### config.mk
export PLATFORM = sky130hd
export DESIGN_NAME = multdiv_seq
export DESIGN_NICKNAME = d
export VERILOG_FILES = /design/src/rtl/multdiv_pkg.sv /design/src/rtl/multdiv_seq_cycle_counter.sv /design/src/rtl/multdiv_seq.sv
export SDC_FILE = /design/constraint.sdc
export NUM_CORES = 1
export LEC_CHECK = 0
export ABC_AREA = 1
export BUFFER_PORTS_ARGS = -buffer_cell sky130_fd_sc_hd__clkbuf_2
export CORE_ASPECT_RATIO = 0.75
export CORE_UTILIZATION = 40
export CTS_CLUSTER_DIAMETER = 40
export DETAILED_ROUTE_END_ITERATION = 10
export HOLD_SLACK_MARGIN = 0.08
export PLACE_DENSITY = 0.79
export SYNTH_ARGS = -nofsm -noshare
export SYNTH_HDL_FRONTEND = slang
export SYNTH_HIERARCHICAL = 1
export SYNTH_SLANG_ARGS = --single-unit
export TNS_END_PERCENT = 100
### constraint.sdc
create_clock -name clk -period 5.2 [get_ports clk]
set_input_delay 0.78 -clock clk [delete_from_list [all_inputs] [get_ports clk]]
set_output_delay 0.78 -clock clk [all_outputs]
set_load 0.01 [all_outputs]
### src/rtl/multdiv_pkg.sv
// Shared definitions for the sequential multiply/divide controller:
// FSM state encoding, default iteration counts and counter sizing.
package multdiv_pkg;

  localparam int DEF_MULT_CYCLES = 16;
  localparam int DEF_DIV_CYCLES  = 32;

  localparam int STATE_W = 2;
  localparam logic [STATE_W-1:0] ST_IDLE = 2'd0;
  localparam logic [STATE_W-1:0] ST_MULT = 2'd1;
  localparam logic [STATE_W-1:0] ST_DIV  = 2'd2;
  localparam logic [STATE_W-1:0] ST_DONE = 2'd3;

  // Width that can hold the largest terminal count without wrapping.
  function automatic int count_width(input int mult_cycles, input int div_cycles);
    int max_cycles;
    max_cycles = (mult_cycles > div_cycles) ? mult_cycles : div_cycles;
    return (max_cycles < 1) ? 1 : $clog2(max_cycles + 1);
  endfunction

endpackage

### src/rtl/multdiv_seq_cycle_counter.sv
// Iteration counter for multdiv_seq: synchronous clear has priority over
// enable; asynchronous active-low reset.
module cycle_counter #(
  parameter int WIDTH = 6
) (
  input  logic             clk,
  input  logic             reset_n,
  input  logic             clear,
  input  logic             enable,
  output logic [WIDTH-1:0] count
);

  // NOTE: sequential state is always written with <= so every flop samples
  // pre-edge values, regardless of block evaluation order.
  always_ff @(posedge clk or negedge reset_n) begin
    if (!reset_n) begin
      count <= '0;
    end else if (clear) begin
      count <= '0;
    end else if (enable) begin
      count <= count + WIDTH'(1);
    end
  end

endmodule

### src/rtl/multdiv_seq.sv
// Sequential multiply/divide controller: latches operands, strobes the external
// multiplier or divider, counts its iterations and registers the result.
module multdiv_seq
  import multdiv_pkg::*;
#(
  parameter int MULT_CYCLES = DEF_MULT_CYCLES,
  parameter int DIV_CYCLES  = DEF_DIV_CYCLES
) (
  input  logic        clk,
  input  logic        reset_n,
  input  logic        ctrl_MULT,
  input  logic        ctrl_DIV,
  input  logic [31:0] data_operandA,
  input  logic [31:0] data_operandB,
  output logic [31:0] mult_a,
  output logic [31:0] mult_b,
  output logic        mult_start,
  input  logic [31:0] mult_result,
  input  logic        mult_ovf,
  output logic [31:0] div_a,
  output logic [31:0] div_b,
  output logic        div_start,
  input  logic [31:0] div_result,
  output logic [31:0] data_result,
  output logic        data_exception,
  output logic        data_resultRDY,
  output logic        busy
);

  localparam int               CNT_W     = count_width(MULT_CYCLES, DIV_CYCLES);
  localparam logic [CNT_W-1:0] MULT_LAST = CNT_W'(MULT_CYCLES);
  localparam logic [CNT_W-1:0] DIV_LAST  = CNT_W'(DIV_CYCLES);

  logic [STATE_W-1:0] state;
  logic [STATE_W-1:0] state_nxt;
  logic [31:0]        op_a;
  logic [31:0]        op_b;
  logic [CNT_W-1:0]   count;
  logic               req;
  logic               div_by_zero;
  logic               mult_last;
  logic               div_last;
  logic               mult_done;
  logic               div_done;
  logic               cnt_clear;
  logic               cnt_enable;

  // Multiply wins when both requests arrive together.
  assign req         = ctrl_MULT | ctrl_DIV;
  assign div_by_zero = !ctrl_MULT && ctrl_DIV && (data_operandB == '0);

  assign mult_last = (state == ST_MULT) && (count == MULT_LAST);
  assign div_last  = (state == ST_DIV)  && (count == DIV_LAST);

  // A new request in the final iteration aborts that operation: no capture.
  assign mult_done = mult_last && !req;
  assign div_done  = div_last  && !req;

  assign cnt_enable = (state == ST_MULT) || (state == ST_DIV);
  assign cnt_clear  = req || mult_last || div_last;

  cycle_counter #(
    .WIDTH(CNT_W)
  ) u_cycle_counter (
    .clk    (clk),
    .reset_n(reset_n),
    .clear  (cnt_clear),
    .enable (cnt_enable),
    .count  (count)
  );

  always_comb begin
    // NOTE: default assignment first so no path leaves state_nxt unassigned,
    // which would otherwise infer a latch.
    state_nxt = state;
    case (state)
      ST_MULT: if (mult_last) state_nxt = ST_DONE;
      ST_DIV:  if (div_last)  state_nxt = ST_DONE;
      ST_DONE: state_nxt = ST_IDLE;
      default: state_nxt = state;
    endcase
    // Requests are accepted in every state, including DONE and mid-operation.
    if (ctrl_MULT) begin
      state_nxt = ST_MULT;
    end else if (ctrl_DIV) begin
      state_nxt = div_by_zero ? ST_DONE : ST_DIV;
    end
  end

  // NOTE: every control and datapath register here has a reset value; these
  // are individual flops, not a memory array, so resetting them is cheap.
  always_ff @(posedge clk or negedge reset_n) begin
    if (!reset_n) begin
      state <= ST_IDLE;
      op_a  <= '0;
      op_b  <= '0;
    end else begin
      state <= state_nxt;
      if (req) begin
        op_a <= data_operandA;
        op_b <= data_operandB;
      end
    end
  end

  always_ff @(posedge clk or negedge reset_n) begin
    if (!reset_n) begin
      data_result    <= '0;
      data_exception <= 1'b0;
    end else if (div_by_zero) begin
      data_result    <= '0;
      data_exception <= 1'b1;
    end else if (mult_done) begin
      data_result    <= mult_result;
      data_exception <= mult_ovf;
    end else if (div_done) begin
      data_result    <= div_result;
      data_exception <= 1'b0;
    end
  end

  // Both units see the same held operands; they re-register them every cycle.
  assign mult_a = op_a;
  assign mult_b = op_b;
  assign div_a  = op_a;
  assign div_b  = op_b;

  assign mult_start     = (state == ST_MULT) && (count == '0);
  assign div_start      = (state == ST_DIV)  && (count == '0);
  assign data_resultRDY = (state == ST_DONE);
  assign busy           = (state != ST_IDLE);

endmodule

# ---- After elaboration in Yosys (flattened, before gate mapping)
# Cells that the tools add are included.
dict set report classes {
  reduce_logical 20
  n_addsub 1
  n_eq_ne 7
  muxes 14
  bitwise 1
}
# operator n
set ops {}
lappend ops {{two-way mux 32 bit} 3}
lappend ops {{zero test 32 bit} 1}
lappend ops {{two-way mux 6 bit} 2}
lappend ops {{logical AND 1 bit} 8}
lappend ops {{two-way mux 2 bit} 4}
lappend ops {{!= test 4 bit (second input constant)} 2}
lappend ops {{adder 6 x 1 -> 6 bit (second input constant)} 1}
lappend ops {{== test 6 x 5 -> 1 bit (second input constant)} 1}
lappend ops {{== test 6 bit (second input constant)} 1}
lappend ops {{zero test 6 bit} 1}
lappend ops {{one-hot mux 2 bit (3 select lines)} 1}
lappend ops {{nonzero test 5 bit} 1}
lappend ops {{== test 2 bit (second input constant)} 2}
lappend ops {{two-way mux 1 bit} 4}
lappend ops {{nonzero test 2 bit} 2}
lappend ops {{logical OR 1 bit} 3}
lappend ops {{AND reduction 3 bit} 1}
lappend ops {{nonzero test 3 bit} 1}
lappend ops {{== test 2 x 1 -> 1 bit (second input constant)} 1}
lappend ops {{zero test 1 bit} 2}
lappend ops {{OR 1 bit} 1}
dict set report totals {
  word_cells 49
  register_bits 105
  out_inout_bits 165
  inputBits 133
}

# ---- Longest topological paths before layout
# Gate-level depths: netlist (run 1).
dict set report logic_depth {
  word_depth 6
  mapped_depth 11
  depth_no_buf 11
}

# ---- Cells and area by module
# Netlist (run 1), hierarchy kept.
# mod instances seq_area_each_um2 cells_each area_per_inst_um2
set modules_own_cells {}
lappend modules_own_cells {multdiv_seq 1 2477.4 663 5007.3}
lappend modules_own_cells {cycle_counter 1 150.1 39 320.3}

# ---- Least setup slack after synthesis (run 1)
# Ideal clock, no wire load.
dict set report synth_path {
  path_kind {input to register}
  from {input port ctrl_DIV}
  to {register u_cycle_counter.count[3]}
  t_required_ps 5081
  path_stages 7
  path_buffers 0
  path_slack_ps 3264
  t_arrival_ps 1817
  setup_ps 119
  cell_sequence {nor2_4 > inv_2 > or2_2 > nor2_4 > inv_2 > a21oi_1 > nor2_1}
}
dict set report synth_via {
  elab_chain_cells 4
  word_cells_on_any_way 5
  cone_classes {1 x mux; 1 x bitwise; 3 x reduce/logical}
}
# element line_no
set synth_rtl {}
lappend synth_rtl {{start, declared} multdiv_seq.sv:12} ;# input logic ctrl_DIV,
lappend synth_rtl {{OR 1 bit (*)} multdiv_seq.sv:49} ;# assign req = ctrl_MULT | ctrl_DIV;
lappend synth_rtl {{logical OR 1 bit (*) (2 in a row)} multdiv_seq.sv:60} ;# assign cnt_clear = req || mult_last || div_last;
lappend synth_rtl {{via cnt_clear} multdiv_seq.sv:45} ;# logic cnt_clear;
lappend synth_rtl {{two-way mux 6 bit / nonzero test 2 bit (equally long branches)} --}
lappend synth_rtl {{end signal, assigned} multdiv_seq_cycle_counter.sv:21} ;# count <= count + WIDTH'(1);
lappend synth_rtl {{end, declared} multdiv_seq_cycle_counter.sv:10} ;# output logic [WIDTH-1:0] count
# The timed path passes the listed nets; every way through them passes the cells marked *.
# A chain may end at the register's enable or synchronous reset.

# ---- Final worst setup path (run 1)
dict set report layout_path {
  from {input port ctrl_MULT}
  to {register data_result[15]}
}
dict set report layout_via {
  elab_chain_cells 5
  word_cells_on_any_way 10
  cone_classes {2 x mux; 1 x bitwise; 7 x reduce/logical}
}
# element line_no
set layout_rtl {}
lappend layout_rtl {{start, declared} multdiv_seq.sv:11} ;# input logic ctrl_MULT,
lappend layout_rtl {{OR 1 bit} multdiv_seq.sv:49}
lappend layout_rtl {{zero test 1 bit} {multdiv_seq.sv:56, multdiv_seq.sv:57}}
lappend layout_rtl {{logical AND 1 bit} multdiv_seq.sv:56} ;# assign mult_done = mult_last && !req;
lappend layout_rtl {{two-way mux 32 bit} multdiv_seq.sv:113} ;# end else if (mult_done) begin
lappend layout_rtl {{two-way mux 32 bit} multdiv_seq.sv:110} ;# end else if (div_by_zero) begin
lappend layout_rtl {{end signal, assigned} multdiv_seq.sv:114} ;# data_result <= mult_result;
lappend layout_rtl {{end signal, assigned} multdiv_seq.sv:117} ;# data_result <= div_result;
lappend layout_rtl {{end, declared} multdiv_seq.sv:24} ;# output logic [31:0] data_result,
# Several ways; a longest one is shown, not always the timed one.

==> results_dict.tcl, run 1 <==
set metrics [dict create \
    nets 1060 \
    cp_slowest_cell "inv_2" \
    cts_tree "built" \
    antenna_found_initial 0 \
    fin_crit_ps 2330 \
    cts-buffers-inserted 9 \
    place_area_mm2 0.00645 \
    start_kind "input port" \
    crit_chain "clkbuf_2 > nor2_4 > nand4_4 > inv_2 > nand2_1 > nand2_1 > nand2_1 > nand2_1" \
    multi_input_area_mm2 0.00198 \
    grt_max_degree 75 \
    vias 4967 \
    cts_max_path_buffers 2 \
    grt_pass1_wl_um 21900 \
    ys_types 20 \
    cp.required_ps 5470 \
    die_area_mm2 0.0138 \
    final_area_mm2 0.00676 \
    period_share_pct 44.8 \
    synthCells 702 \
    cp.buffers_inverters 2 \
    critPathLaunch "ctrl_MULT" \
    cts_hold_buf 0 \
    grt_overflow_total 0 \
    layout_common_cells "nand2_1 (353), clkbuf_2 (296), dfrtp_1 (105)" \
    netlist_area_mm2 0.00533 \
    grt_use_total_pct 20.4 \
    cap_viol_max_count 0 \
    drcViolationCount 0 \
    ios 298 \
    die_w_um 135 \
    critical-path-top-delay-family "simple AND/OR/NAND/NOR gates" \
    yosys_warnings 6 \
    slew_headroom_pct 21.7 \
    hold_path.class "input port to asynchronous set/reset pin" \
    grt_pass1_vias 4439 \
    synth_top_area_share_pct 49.3 \
    r2r_slack_ps 2900 \
    fill_cells 1287 \
    via_per_inst 4.52 \
    coreArea_mm2 0.0130 \
    firstDrtPassIters 5 \
    dieHeight_um 102 \
    slew_viol_final 0 \
    clock-skew-final_ps 7.64 \
    r2r_end "data_result[15]" \
    irDropWorstVdd_mv 0.176 \
    clk_pin_slew_worst_paths_ps 70 \
    ff_latch_area_mm2 0.00263 \
    ys_seq_area_share_pct 49.3 \
    synth_nets 840 \
    post_cts_buffers 0 \
    fmax_mhz 429 \
    syn_area_per_cell_um2 7.59 \
    antenna_cells 0 \
    synth_area_leader_cell "dfrtp_1" \
    initial_utilization_pct 41.1 \
    gp_congestion 0.827 \
    p_per_area_mw_per_mm2 305 \
    tns_ps 0 \
    critPathMaxFanout 34 \
    outcome "finished clean" \
    ant_nets 0 \
    wl_um 14300 \
    power_leakage_uw 0.00408 \
    drtIter0Drc 240 \
    reg2reg_depth 8 \
    final_common_cell "nand2_1" \
    holdWs_ps 496 \
    area_delta_synth_final_pct 26.8 \
    cts_sinks 105 \
    finish.utilization_pct 52.1 \
    cp.arrival_ps 2600 \
    hold_violations 0 \
    r2r_start "state[1]" \
    cp_common_cell "nand2_1" \
    critPathMaxStageDelay_ps 640 \
    crit_end "data_result[15]" \
    wl_per_cell_um 13.0 \
    rsz0062_at_grt "no" \
    path_class "input port to flip-flop" \
    cts_max_level 3 \
    drive_gt1_share_pct 35.6 \
    fin_ws_ps 2870 \
    yosys-top-cells-area "dfrtp_1 (49%), nand2_1 (25%), buf_4 (9.0%)" \
    dpl.hpwl_um 10700 \
    cp-end-kind "flip-flop" \
    num_rows 36 \
    worst_pin_slew_ps 1170 \
    ys_ff_latch 105 \
    finalSetupViolCount 0 \
    portBuffers 297 \
    dpl_worst_slack_ps 2530 \
    path_depth 8 \
    clock-root-buffer "clkbuf_16" \
    clk_latency_ps 340 \
    cts_resized 0 \
]
## registers in the layout (all words and copies together) (netlist names)
signal                 flops
div_a                     32
state                      2
u_cycle_counter/count      6
data_exception             1
data_result               32
div_b                     32
## per-layer routing
layer / vias to the layer above / global-route usage (%) / wire length (µm)
li1: 2535 / - / -
met1: 2253 / 25.8 / 6240
met2: 164 / 34.5 / 7000
met4: 0 / 6.05 / 206
met3: 15 / 5.06 / 874
met5: - / 0 / 0
## worst min-delay path by stage
stage / from / endpoint / slack (ps)
floorplan: reset_n / data_exception / 480
global placement: data_exception / data_exception / 480
detailed placement: data_exception / data_exception / 480
CTS: data_exception / data_exception / 500
global route: data_result[15] / data_result[15] / 520
finish: reset_n / div_b[2] / 500
## report_power, final
part / internal [µW] / switching [µW]
clock network: 381 / 312
registers: 878 / 54.9
logic: 173 / 264
total: 1430 / 631
## cells by family after synthesis
logic type | after synthesis | share of synthesized area (%)
simple gates | 452 | 34.2
buf+inv | 121 | 13.4
flops | 105 | 49.3
compound gates | 19 | 1.86
fa+ha+maj | 5 | 1.17
## cell type report
cell class / instances / share of cell area, %
timing repair buffer: 301 / 22.5
sequential: 105 / 38.9
clock buffer: 10 / 3.39
inverter: 29 / 1.61
tap: 171 / 3.17
clock inverter: 6 / 1.09
multi-input combinational: 476 / 29.4
## synthesized netlist by cell type (all sizes together)
library cell / count
a21oi: 3
buf: 81
clkbuf: 11
dfrtp: 105
ha: 5
inv: 29
nand2: 354
nand3: 55
nand4: 4
nor2: 38
o21ai: 16
or2: 1
## metrics by stage
stage | instances | total power, µW
finish | 1098 | 2060
global route | 1098 | 2180
CTS | 1098 | 2090
detailed placement | 1082 | 1390
global placement | 1082 | 1380
floorplan | 702 | 1210
Note: power is estimated with default switching activity, not from simulation.
==> inputs of run 2 (changes only) <==
--- a/config.mk
+++ b/config.mk
@@ -5,14 +5,14 @@
 export SDC_FILE = /design/constraint.sdc
 export NUM_CORES = 1
 export LEC_CHECK = 0
-export ABC_AREA = 1
+export ABC_AREA = 0
 export BUFFER_PORTS_ARGS = -buffer_cell sky130_fd_sc_hd__clkbuf_2
 export CORE_ASPECT_RATIO = 0.75
 export CORE_UTILIZATION = 40
 export CTS_CLUSTER_DIAMETER = 40
 export DETAILED_ROUTE_END_ITERATION = 10
 export HOLD_SLACK_MARGIN = 0.08
-export PLACE_DENSITY = 0.79
+export PLACE_DENSITY = 0.8
 export SYNTH_ARGS = -nofsm -noshare
 export SYNTH_HDL_FRONTEND = slang
 export SYNTH_HIERARCHICAL = 1
==> constraint.sdc (replaced) <==
create_clock -name clk -period 2.24 [get_ports clk]
set_input_delay 0.336 -clock clk [delete_from_list [all_inputs] [get_ports clk]]
set_output_delay 0.336 -clock clk [all_outputs]
set_load 0.01 [all_outputs]
==> run 2 against run 1 <==
Compared with the run above:
- synthesized cell count is 42% lower
- critical endpoint is now mult_start
- clock power is 130% higher
- clock-buffer cell count is 1 higher
==> results_dict.tcl, run 2 <==
set metrics [dict create \
    drive_gt1_share_pct 65.0 \
    wl_per_cell_um 15.6 \
    cts-buffers-inserted 9 \
    yosys-top-cells-area "dfrtp_1 (51%), mux2_2 (14%), buf_4 (9.2%)" \
    die_w_um 134 \
    rsz0062_at_grt "no" \
    ant_nets 0 \
    netlist_area_mm2 0.00520 \
    finalSetupViolCount 0 \
    syn_area_per_cell_um2 12.7 \
    vias 3936 \
    synth_most_common_cell "dfrtp_1" \
    outcome "finished clean" \
    critPathMaxFanout 5 \
    antenna_found_initial 0 \
    hold_path.class "input port to flip-flop" \
    antenna_cells 0 \
    grt_pass1_vias 3916 \
    nets 784 \
    cp-end-kind "output port" \
    start_kind "flip-flop" \
    ios 298 \
    final_common_cell "clkbuf_2" \
    finish.utilization_pct 54.3 \
    wl_met2_um 6840 \
    dr_wl_met3_um 692 \
    synthCells 410 \
    cts_tree "built" \
    path_class "flip-flop to output port" \
    wl_um 12800 \
    r2r_slack_ps 90 \
    clock-root-buffer "clkbuf_16" \
    slew_viol_final 0 \
    grt_overflow_total 0 \
    gp_congestion 0.832 \
    hold_end "state[1]" \
    initial_utilization_pct 41.7 \
    cp.required_ps 1900 \
    die_area_mm2 0.0135 \
    grt_pass1_wl_um 19400 \
    hold_violations 0 \
    place_area_mm2 0.00644 \
    synth_edf_count 0 \
    p_per_area_mw_per_mm2 649 \
    clk_pin_slew_worst_paths_ps 70 \
    power_leakage_uw 0.00342 \
    synth_nets 548 \
    num_rows 35 \
    fill_cells 1094 \
    ys_types 39 \
    period_share_pct 97.2 \
    final_area_mm2 0.00678 \
    synth_area_leader_cell "dfrtp_1" \
    grt_use_total_pct 18.5 \
    synth_top_area_share_pct 50.5 \
    yosys_warnings 6 \
    portBuffers 297 \
    whs_path_depth 2 \
    dpl.hpwl_um 9820 \
    clk_latency_ps 340 \
    hp-start "ctrl_MULT" \
    topRoutingLayerUsed "met4" \
    grt_max_degree 62 \
    area_delta_synth_final_pct 30.3 \
    irDropWorstVdd_mv 0.500 \
    drcViolationCount 0 \
    dieHeight_um 101 \
    cp.arrival_ps 1840 \
    reg2reg_depth 5 \
    coreArea_mm2 0.0125 \
    r2r_end "data_result[27]" \
    layout_common_cells "clkbuf_2 (295), dfrtp_1 (105), mux2_2 (64)" \
    cts_sinks 105 \
    ys_seq_area_share_pct 50.5 \
    worst_pin_slew_ps 653 \
    ys_ff_latch 105 \
    firstDrtPassIters 4 \
    netlist_top_cells_count "dfrtp_1 (105), buf_4 (64), mux2_2 (64)" \
    drtIter0Drc 80 \
    cts_max_path_buffers 2 \
    cap_viol_max_count 0 \
    slew_headroom_pct 56.5 \
    wl_met1_um 5110 \
    synthArstFlopShare_pct 100 \
    synthFlopType "dfrtp_1" \
    cts_max_level 3 \
    via_per_inst 4.82 \
    r2r_start "u_cycle_counter/count[2]" \
    fin_crit_ps 2180 \
    fmax_mhz 459 \
    clock-skew-final_ps 8.32 \
]
## run 2: what timing repair did
item	4_1_cts	5_1_grt
hold endpoints to repair	46	0
cloned	0	0
hold buffers	1	0
pin swaps	0	0
setup buffers	0	2
gates resized for setup	0	3
setup endpoints to repair	2	3
## run 2: worst max-delay path by stage
| stage | from | slack, ps | cells after the start | end |
|---|---|---|---|---|
| finish | u_cycle_counter/count[2] | 60 | 3 | mult_start |
| global route | u_cycle_counter/count[2] | 5 | 5 | data_result[27] |
| CTS | u_cycle_counter/count[3] | -20 | 3 | div_start |
| detailed placement | u_cycle_counter/count[3] | 110 | 5 | data_result[23] |
| global placement | data_operandB[8] | 210 | 6 | data_result[31] |
| floorplan | u_cycle_counter/count[3] | 160 | 5 | data_result[11] |
## run 2: power breakdown
group	internal, µW	switching (µW)	leakage [µW]
sequential	2000	86.9	0.00131
clock	879	705	0.000141
combinational	358	367	0.00196
## run 2: cell families (layout without fill, tap and decap cells)
| kind of cell | after synthesis | count (layout) | share of synthesized area, % |
|---|---|---|---|
| AOI/OAI and AO/OA | 42 | 42 | 8.74 |
| xor gates and xnor gates | 4 | 4 | 0.674 |
| muxes | 97 | 97 | 20.2 |
| adders and majority gates | 5 | 5 | 1.20 |
| DFF | 105 | 105 | 50.5 |
| and+or+nand+nor | 70 | 70 | 7.22 |
| buffers and inverters | 87 | 328 | 11.4 |
## run 2: per-layer routing
| layer | vias to the layer above | GRT usage (%) |
|---|---|---|
| met5 | - | 0 |
| met4 | 0 | 4.81 |
| met3 | 11 | 4.22 |
| met2 | 170 | 34.8 |
| met1 | 1891 | 21.2 |
| li1 | 1864 | - |
## run 2: cell type report
class	count	area [µm²]	share of cell area (%)
clock buffer	11	233	3.43
clock inverter	5	63.8	0.942
inverter	3	11.3	0.166
sequential	105	2630	38.8
timing repair buffer	309	1630	24.1
multi-input combinational	218	2000	29.5
tap	166	208	3.06
## run 2: through the flow
| stage | power (µW) | worst slack [ps] | std cells | hold WS, ps | TNS, ps |
|---|---|---|---|---|---|
| finish | 4400 | 62.3 | 817 | 219 | 0 |
| CTS | 4460 | -17.6 | 815 | 204 | -31.6 |
| detailed placement | 2860 | 113 | 798 | 409 | 0 |
| floorplan | 2560 | 159 | 410 | 40.4 | 0 |
| global placement | 2830 | 207 | 798 | 403 | 0 |
| global route | 4590 | 5.15 | 817 | 207 | 0 |
## run 2: critical path, stage by stage, from the launching register on
cell and delay (ps):
dfrtp_1 450, or4_4 590, nor4b_2 280, clkbuf_2 190
